**src/rtl/matmul_loop_ctrl.sv**
```systemverilog
// matmul_loop_ctrl
//
// Loop sequencer for the single-core matrix multiplier. It computes
// C[M x N] = A[M x P] * B[P x N] by walking the i/j/k index space, and for
// every output element it issues one accumulator clear, P multiply-accumulate
// steps and one result write.
//
// Ports
//   clk      in   system clock, rising edge
//   rst      in   synchronous active-high reset
//   start    in   request a new multiply (honoured only while idle)
//   hold     in   stall; freezes sequencing while high during CLR/MAC/WB
//   dim_m    in   rows of A / C        (latched on accepted start)
//   dim_n    in   columns of B / C     (latched on accepted start)
//   dim_p    in   inner dimension      (latched on accepted start)
//   busy     out  high whenever the sequencer is not idle
//   done     out  one-cycle pulse at the end of a job
//   acc_clr  out  clear the accumulator
//   mac_en   out  accumulate A[addr_a] * B[addr_b] this cycle
//   c_we     out  write the accumulator to C[addr_c]
//   addr_a   out  A read address, row-major i*P + k
//   addr_b   out  B read address, row-major k*N + j
//   addr_c   out  C write address, row-major i*N + j
//
// Every output is a register. The registered state always names the step
// being presented this cycle; a hold sampled on an edge keeps that step's
// indices and addresses but drops its strobes, so the step is not repeated
// when sequencing resumes.

module matmul_loop_ctrl #(
    parameter int unsigned idx_width = 8
) (
    input  logic                     clk,
    input  logic                     rst,
    input  logic                     start,
    input  logic                     hold,
    input  logic [idx_width-1:0]     dim_m,
    input  logic [idx_width-1:0]     dim_n,
    input  logic [idx_width-1:0]     dim_p,
    output logic                     busy,
    output logic                     done,
    output logic                     acc_clr,
    output logic                     mac_en,
    output logic                     c_we,
    output logic [2*idx_width-1:0]   addr_a,
    output logic [2*idx_width-1:0]   addr_b,
    output logic [2*idx_width-1:0]   addr_c
);

    localparam int unsigned AW = 2 * idx_width;
    localparam logic [idx_width-1:0] IDX_ONE = idx_width'(1);
    localparam logic [AW-1:0]        ADR_ONE = AW'(1);

    typedef enum logic [2:0] {
        S_IDLE,
        S_CLR,
        S_MAC,
        S_WB,
        S_DONE
    } state_t;

    state_t               state_q;

    // Latched job dimensions.
    logic [idx_width-1:0] m_q;
    logic [idx_width-1:0] n_q;
    logic [idx_width-1:0] p_q;

    // Loop indices of the step currently presented.
    logic [idx_width-1:0] i_q;
    logic [idx_width-1:0] j_q;
    logic [idx_width-1:0] k_q;

    // Running base i*P of the current A row.
    logic [AW-1:0]        row_a_q;

    // Registered outputs.
    logic                 busy_q;
    logic                 done_q;
    logic                 acc_clr_q;
    logic                 mac_en_q;
    logic                 c_we_q;
    logic [AW-1:0]        addr_a_q;
    logic [AW-1:0]        addr_b_q;
    logic [AW-1:0]        addr_c_q;

    // Zero-extended operands for the address adders.
    logic [AW-1:0]        n_ext;
    logic [AW-1:0]        p_ext;
    logic [AW-1:0]        j_ext;

    logic                 last_k;
    logic                 last_j;
    logic                 last_i;
    logic                 any_dim_zero;

    assign n_ext = {{idx_width{1'b0}}, n_q};
    assign p_ext = {{idx_width{1'b0}}, p_q};
    assign j_ext = {{idx_width{1'b0}}, j_q};

    // Dimensions are non-zero whenever these are consulted (CLR/MAC/WB only).
    assign last_k = (k_q == (p_q - IDX_ONE));
    assign last_j = (j_q == (n_q - IDX_ONE));
    assign last_i = (i_q == (m_q - IDX_ONE));

    assign any_dim_zero = (dim_m == '0) || (dim_n == '0) || (dim_p == '0);

    always_ff @(posedge clk) begin
        if (rst) begin
            state_q   <= S_IDLE;
            m_q       <= '0;
            n_q       <= '0;
            p_q       <= '0;
            i_q       <= '0;
            j_q       <= '0;
            k_q       <= '0;
            row_a_q   <= '0;
            busy_q    <= 1'b0;
            done_q    <= 1'b0;
            acc_clr_q <= 1'b0;
            mac_en_q  <= 1'b0;
            c_we_q    <= 1'b0;
            addr_a_q  <= '0;
            addr_b_q  <= '0;
            addr_c_q  <= '0;
        end else begin
            // Strobes are single-cycle; each branch re-asserts the one it needs.
            done_q    <= 1'b0;
            acc_clr_q <= 1'b0;
            mac_en_q  <= 1'b0;
            c_we_q    <= 1'b0;

            case (state_q)
                S_IDLE: begin
                    if (start) begin
                        m_q      <= dim_m;
                        n_q      <= dim_n;
                        p_q      <= dim_p;
                        i_q      <= '0;
                        j_q      <= '0;
                        k_q      <= '0;
                        row_a_q  <= '0;
                        addr_a_q <= '0;
                        addr_b_q <= '0;
                        addr_c_q <= '0;
                        busy_q   <= 1'b1;
                        if (any_dim_zero) begin
                            // Empty product: finish without touching the datapath.
                            state_q <= S_DONE;
                            done_q  <= 1'b1;
                        end else begin
                            state_q   <= S_CLR;
                            acc_clr_q <= 1'b1;
                        end
                    end
                end

                S_CLR: begin
                    if (!hold) begin
                        // Addresses were already set to (i*P, j) on entry to CLR.
                        state_q  <= S_MAC;
                        mac_en_q <= 1'b1;
                        k_q      <= '0;
                    end
                end

                S_MAC: begin
                    if (!hold) begin
                        if (last_k) begin
                            state_q <= S_WB;
                            c_we_q  <= 1'b1;
                            k_q     <= '0;
                        end else begin
                            mac_en_q <= 1'b1;
                            k_q      <= k_q + IDX_ONE;
                            addr_a_q <= addr_a_q + ADR_ONE;
                            addr_b_q <= addr_b_q + n_ext;
                        end
                    end
                end

                S_WB: begin
                    if (!hold) begin
                        if (last_i && last_j) begin
                            state_q <= S_DONE;
                            done_q  <= 1'b1;
                        end else begin
                            state_q   <= S_CLR;
                            acc_clr_q <= 1'b1;
                            addr_c_q  <= addr_c_q + ADR_ONE;
                            if (last_j) begin
                                // Next row of C: advance the A row base by P.
                                j_q      <= '0;
                                i_q      <= i_q + IDX_ONE;
                                row_a_q  <= row_a_q + p_ext;
                                addr_a_q <= row_a_q + p_ext;
                                addr_b_q <= '0;
                            end else begin
                                j_q      <= j_q + IDX_ONE;
                                addr_a_q <= row_a_q;
                                addr_b_q <= j_ext + ADR_ONE;
                            end
                        end
                    end
                end

                S_DONE: begin
                    state_q <= S_IDLE;
                    busy_q  <= 1'b0;
                end

                default: begin
                    state_q <= S_IDLE;
                    busy_q  <= 1'b0;
                end
            endcase
        end
    end

    assign busy    = busy_q;
    assign done    = done_q;
    assign acc_clr = acc_clr_q;
    assign mac_en  = mac_en_q;
    assign c_we    = c_we_q;
    assign addr_a  = addr_a_q;
    assign addr_b  = addr_b_q;
    assign addr_c  = addr_c_q;

endmodule

```
**config.mk**
```make
export PLATFORM = sky130hd
export DESIGN_NAME = matmul_loop_ctrl
export DESIGN_NICKNAME = d
export VERILOG_FILES = /design/src/rtl/matmul_loop_ctrl.sv
export SDC_FILE = /design/constraint.sdc
export NUM_CORES = 1
export LEC_CHECK = 0
export CAP_MARGIN = 15
export CELL_PAD_IN_SITES_DETAIL_PLACEMENT = 0
export CELL_PAD_IN_SITES_GLOBAL_PLACEMENT = 1
export CORE_AREA = 10 10 136 138
export CTS_CLUSTER_DIAMETER = 30
export DETAILED_ROUTE_END_ITERATION = 10
export DIE_AREA = 0 0 146 148
export HOLD_SLACK_MARGIN = 0.08
export PLACE_DENSITY_LB_ADDON = 0.1
export SLEW_MARGIN = 40
export SYNTH_ARGS = -nofsm -noshare
export SYNTH_HDL_FRONTEND = slang
export SYNTH_SLANG_ARGS = --single-unit
```
**constraint.sdc**
```tcl
create_clock -name clk -period 8.89 [get_ports clk]
set_clock_uncertainty 0.1 [all_clocks]
set_input_delay 0.889 -clock clk [delete_from_list [all_inputs] [get_ports clk]]
set_output_delay 0.889 -clock clk [all_outputs]
set_load 0.01 [all_outputs]
```
### Word-level counts from Yosys, hierarchy flattened

Cells that the tools add are included.

* output and inout bits: 53
* register bits after elaboration: 120

* add/subtract/negate cells: 11
* reductions and logical operators: 19
* multiplexer cells: 55
* bitwise gates (word level): 2
* eq/ne operators: 14

Operator list (number)
* 16-bit 2-to-1 mux: 12
* 16-bit one-hot mux with 3 select lines: 2
* 8-bit 2-to-1 mux: 10
* 16-bit one-hot mux with 2 select lines: 2
* 16-bit by 1-bit adder with 16-bit output, second input constant: 2
* 16-bit by 8-bit adder with 16-bit output: 2
* 8-bit one-hot mux with 2 select lines: 2
* 8-bit by 1-bit adder with 8-bit output, second input constant: 3
* 8-bit == test: 3
* 8-bit logical NOT: 3
* 8-bit one-hot mux with 3 select lines: 1
* 8-bit by 1-bit subtractor with 8-bit output, second input constant: 3
* 3-bit 2-to-1 mux: 7
* 2-bit inequality test, second input constant: 8
* 1-bit 2-to-1 mux: 13
* 3-bit one-hot mux with 4 select lines: 1
* 5-bit AND reduction: 2
* 8-bit by 1-bit adder with 9-bit output, second input constant: 1
* 9-bit 2-to-1 mux: 1
* 1-bit one-hot mux with 2 select lines: 4
* 4-bit AND reduction: 2
* 3-bit by 2-bit == test with 1-bit output, second input constant: 2
* 6-bit AND reduction: 1
* 3-bit nonzero test: 2
* other kinds (8): 12

### Depth between registers and ports, before layout

* depth after elaboration: 6
* mapped depth: 13
* mapped depth without buffers: 11

### Least setup slack after synthesis

No wires, ideal clock.

* path type: register -> register
* from: reg n_q[0]
* to: reg addr_a_q[6], in the netlist addr_a[6]
* period minus slack after synthesis: 2.847 ns
* buffers on the path: 3
* data arrival time: 2.630 ns
* required time: 8.673 ns
* path slack: 6.043 ns
* setup time: 0.117 ns
* stages on the path, launching flop included: 13
* path through: dfxtp_1 -> inv_1 -> ha_1 -> clkbuf_1 -> o21ai_0 -> a21oi_1 -> o211a_1 -> clkbuf_1 -> nor2_1 -> clkbuf_1 -> mux2i_1 -> o32ai_1 -> a32o_1

* longest elaborated chain between the ends: 6
* elaborated cells between the ends (all ways): 9
* classes of those cells: add/sub (1); eq/ne (2); mux (4); reduce/logical (2)

RTL lines
* start, declared: line 66 `logic [idx_width-1:0] n_q;`
* start signal, assigned: line 137 `n_q <= dim_n;`
* 8-bit by 1-bit subtractor with 8-bit output (*): line 103 `assign last_j = (j_q == (n_q - IDX_ONE));`
* 8-bit == test (*): line 103
* 16-bit 2-to-1 mux (3 in series)
* 16-bit one-hot mux with 3 select lines: line 133 `case (state_q)`
* end signal, assigned: line 176 `addr_a_q <= addr_a_q + ADR_ONE;`
* end signal, assigned: line 196 `addr_a_q <= row_a_q + p_ext;`
* end signal, assigned: line 200 `addr_a_q <= row_a_q;`
* end, declared: line 83 `logic [AW-1:0] addr_a_q;`

Mark *: on every way between the ends. The rest lies on a longest branch, timed or not. The select of a mux whose other input is x is not followed.
A chain may end at the register's enable or synchronous reset.

### Worst setup path in the final report

* from: in hold
* to: reg addr_c_q[2], in the netlist addr_c[2]

* longest elaborated chain between the ends: 2

RTL lines
* start, declared: line 36 `input logic hold,`
* 2-bit inequality test (no source line)
* 4-bit AND reduction (no source line)
* end signal, assigned: line 190 `addr_c_q <= addr_c_q + ADR_ONE;`
* end, declared: line 85 `logic [AW-1:0] addr_c_q;`

Every way passes these cells.

==> results by group <==
Run status
  • Result of the run: finished, final reports clean

Power and ir drop
  • Power per Cell Area: 175 nW/um^2
  • Leakage Power: 2.98 nW
  • Peak supply drop: 0.136 mV
  • Total power: 0.00152 W

Setup path
  • Worst endpoint data arrival time: 3.86 ns
  • Capturing element type of the critical path: flip-flop
  • Critical setup path kind: in -> reg
  • Maximum net fanout on the critical path: 26
  • Startpoint type of the worst setup path: primary input
  • Data required time of the critical path: between 9 and 10 ns

Die
  • I/O pin count: 81
  • Total Die Area: 21600 sq um
  • Core area: 15700 sq um
  • Std cell rows: 46
  • Die height: 148 um
  • Starting density of the core: 45.4%
  • Die Span X: 146 um

Yosys
  • #FFs+latches synth: 120
  • Cells after Synth: 901
  • Top cells by area in the synthesized netlist: sky130_fd_sc_hd__dfxtp_1 34%, sky130_fd_sc_hd__xnor2_1 5.9%, sky130_fd_sc_hd__nand2_1 5.7%, sky130_fd_sc_hd__a21oi_1 5.1%, sky130_fd_sc_hd__nor2_1 4.6%
  • Area of the mapped netlist: 7130 sq um
  • Fraction of post-synthesis cell area in the top cell type by area: 33.7%
  • Cell types with the highest counts after synthesis: 120 x sky130_fd_sc_hd__dfxtp_1, 108 x sky130_fd_sc_hd__nand2_1, 87 x sky130_fd_sc_hd__nor2_1
  • Ys Warns: 0
  • Average instance area after synthesis: between 7 and 8 sq um
  • Most frequently used flop master after synthesis: sky130_fd_sc_hd__dfxtp_1
  • Number of synthesized flops with an enable pin: 0
  • Ys async rst share: 0%
  • Cell accounting for the most synthesized area: sky130_fd_sc_hd__dfxtp_1
  • Part of the Yosys area used for sequential elements: between 30% and 40%
  • Most frequent cell after synthesis: sky130_fd_sc_hd__dfxtp_1
  • Syn_nets: 955
  • Number of unique standard cell types used by synthesis: 68

STA
  • Final-report max-slew violation count: 0
  • Final clock period utilization by the worst path: between 40 and 50%
  • Accumulated negative setup slack: 0 ns
  • Clock period minus final worst setup slack: 3.66 ns
  • Worst path setup slack after routing: 5.23 ns
  • Hold Worst Slack: 0.381 ns
  • Actual transition at the worst max-transition pin: 0.831 ns
  • Setup repair after global routing missed its margin: false
  • Relative slew margins: 44.4%
  • Fmax achieved: 274 MHz
  • Number of endpoints with negative hold slack in the final report: 0
  • Final setup fails: 0

Clocking
  • Number of buffers between clock root and the deepest sink: 2
  • Cts bufs inserted: 17
  • Clock-pin transition on the worst setup and hold timing paths: 0.05 ns
  • # hold bufs at CTS: 0
  • Post CTS Setup Buffer Count: 0
  • CTS resizes: 0
  • Count of clock tree sinks: 120
  • TritonCTS clock tree: done
  • Deepest level of the CTS H-tree: 4
  • Buffer cell driving the clock tree root: sky130_fd_sc_hd__clkbuf_16
  • Clock latency reported for the late side of the worst-skew pair: between 0.4 and 0.5 ns

Drt
  • Count of routing violations after the opening detailed-route iteration: 422
  • Routed wirelength normalized by instance count: 17.7 um
  • Detailed-route vias per instance: approximately 5.8
  • Total wire length after detailed routing: between 20000 and 25000 um
  • Count of nets left with antenna violations after detail routing: 0
  • Number of remaining DRC errors: 0
  • Detailed-route via count: 6964
  • Router iterations before antenna repair: 7

Placement
  • Half-perimeter wire length after placement: 15500 um
  • Post-placement cell area: 8080 sq um
  • Weighted congestion at the end of routability-driven global placement: 0.893
  • Worst slack at placement: 4.12 ns
  • Input/output buffers: 80

Cells and area
  • Synthesis-to-layout area growth: 21.7%
  • Share of final-layout standard cells stronger than drive strength 1: 6.44%
  • Cell area after layout: 8680 sq um
  • Number of nets in the layout: roughly 1000
  • Fillers: 1479
  • Area of the multi-input gates: 4450 sq um
  • Diodes inserted: 0
  • Seq. cell area: 2400 sq um

Flow run
  • Max-cap violations: 0

Global routing
  • Vias in the first global route: between 6000 and 7000
  • Grt total ovfl: 0
  • Antenna violations before repair: 0
  • Maximum number of pins on one net before global-route repair: 62
  • Global-route usage over all layers: 19.3%
  • Global-route wire length before repair: around 35000 um

Min path
  • Hold Crit Class: reg -> reg
==> layout by cell type, fill, tap and decap left out, types with 15 or more instances in the layout <==
cell type	netlist	layout
sky130_fd_sc_hd__dfxtp_1	120	120
sky130_fd_sc_hd__nand2_1	108	106
sky130_fd_sc_hd__nor2_1	87	86
sky130_fd_sc_hd__clkdlybuf4s50_1	0	79
sky130_fd_sc_hd__a21oi_1	72	71
sky130_fd_sc_hd__o21ai_0	50	50
sky130_fd_sc_hd__xnor2_1	48	48
sky130_fd_sc_hd__nand3_1	31	31
sky130_fd_sc_hd__inv_1	28	28
sky130_fd_sc_hd__xor2_1	25	25
sky130_fd_sc_hd__nor3_1	25	24
sky130_fd_sc_hd__ha_1	24	24
sky130_fd_sc_hd__nand4_1	21	21
sky130_fd_sc_hd__nor4_1	20	19
sky130_fd_sc_hd__clkbuf_16	0	17
sky130_fd_sc_hd__and3_1	15	15
==> layer usage <==
metal  global-route usage (%)  part of all wire, %  vias to the layer above
met5                        0                    0                        -
met4                     4.65                  1.1                        0
met3                     4.40                  5.2                       19
met2                     31.0                   46                      187
met1                     25.7                   48                     3355
li1                         -                    -                     3403
==> worst max-delay path, stage by stage <==
cell                              delay (ns)
sky130_fd_sc_hd__clkdlybuf4s50_1        0.55
sky130_fd_sc_hd__nor2b_1                0.37
sky130_fd_sc_hd__nand2_1                0.11
sky130_fd_sc_hd__a21oi_2                0.45
sky130_fd_sc_hd__nand2_2                0.42
sky130_fd_sc_hd__nand2_1                0.72
sky130_fd_sc_hd__nor2_1                 0.08
sky130_fd_sc_hd__a31o_2                 0.26
==> power by group <==
| part | total [W] | internal, W | switching [W] | leakage (nW) |
|---|---|---|---|---|
| registers | 0.000587 | 0.000557 | 0.0000300 | 0.973 |
| logic | 0.000228 | 0.0000917 | 0.000136 | 1.71 |
| clock network | 0.000707 | 0.000459 | 0.000248 | 0.296 |
| total | 0.00152 | 0.00111 | 0.000414 | 2.98 |
==> cell families (layout without fill, tap and decap cells) <==
logic type | after synthesis | in the layout | share of synthesized area, %
buffers and inverters | 69 | 147 | 4.35
muxes | 9 | 9 | 1.30
and+or+nand+nor | 386 | 386 | 27.0
AOI/OAI and AO/OA | 218 | 218 | 20.0
DFF | 120 | 120 | 33.7
adders and majority gates | 26 | 26 | 4.77
xor gates and xnor gates | 73 | 73 | 8.96
==> registers in the layout, summed over array words and instances (netlist names), 3 cells and up <==
register  count
addr_a       16
addr_b       16
addr_c       16
row_a_q      16
i_q           8
j_q           8
k_q           8
m_q           8
n_q           8
p_q           8
state_q       3
==> per-stage QoR <==
step | util, % | std cells
after global routing | 55.3 | 1195
after detailed placement | 51.4 | 1164
after floorplan | - | 901
final | 55.3 | 1195
after global placement | 51.3 | 1164
after CTS | 55.2 | 1195
==> path summary, 6_finish.rpt <==
check / startpoint / end / slack, ns / cells after the start
worst max-delay path: hold / addr_c[2]$_SDFFE_PP0P_ / 5.23 / 8
worst min-delay path: addr_c[15]$_SDFFE_PP0P_ / addr_c[15]$_SDFFE_PP0P_ / 0.38 / 2
worst max register to register: n_q[5]$_SDFFE_PP0P_ / j_q[6]$_SDFFE_PP0P_ / 5.42 / 8
worst min register to register: addr_c[15]$_SDFFE_PP0P_ / addr_c[15]$_SDFFE_PP0P_ / 0.38 / 2
==> area by class of cell <==
class / instances / area share, %
tap: 216 / 3.11
clock buffer: 22 / 5.46
sequential: 120 / 27.7
clock inverter: 9 / 1.41
inverter: 28 / 1.21
timing repair buffer: 88 / 9.86
multi-input combinational: 712 / 51.3
(Power assumes the default switching activity.)
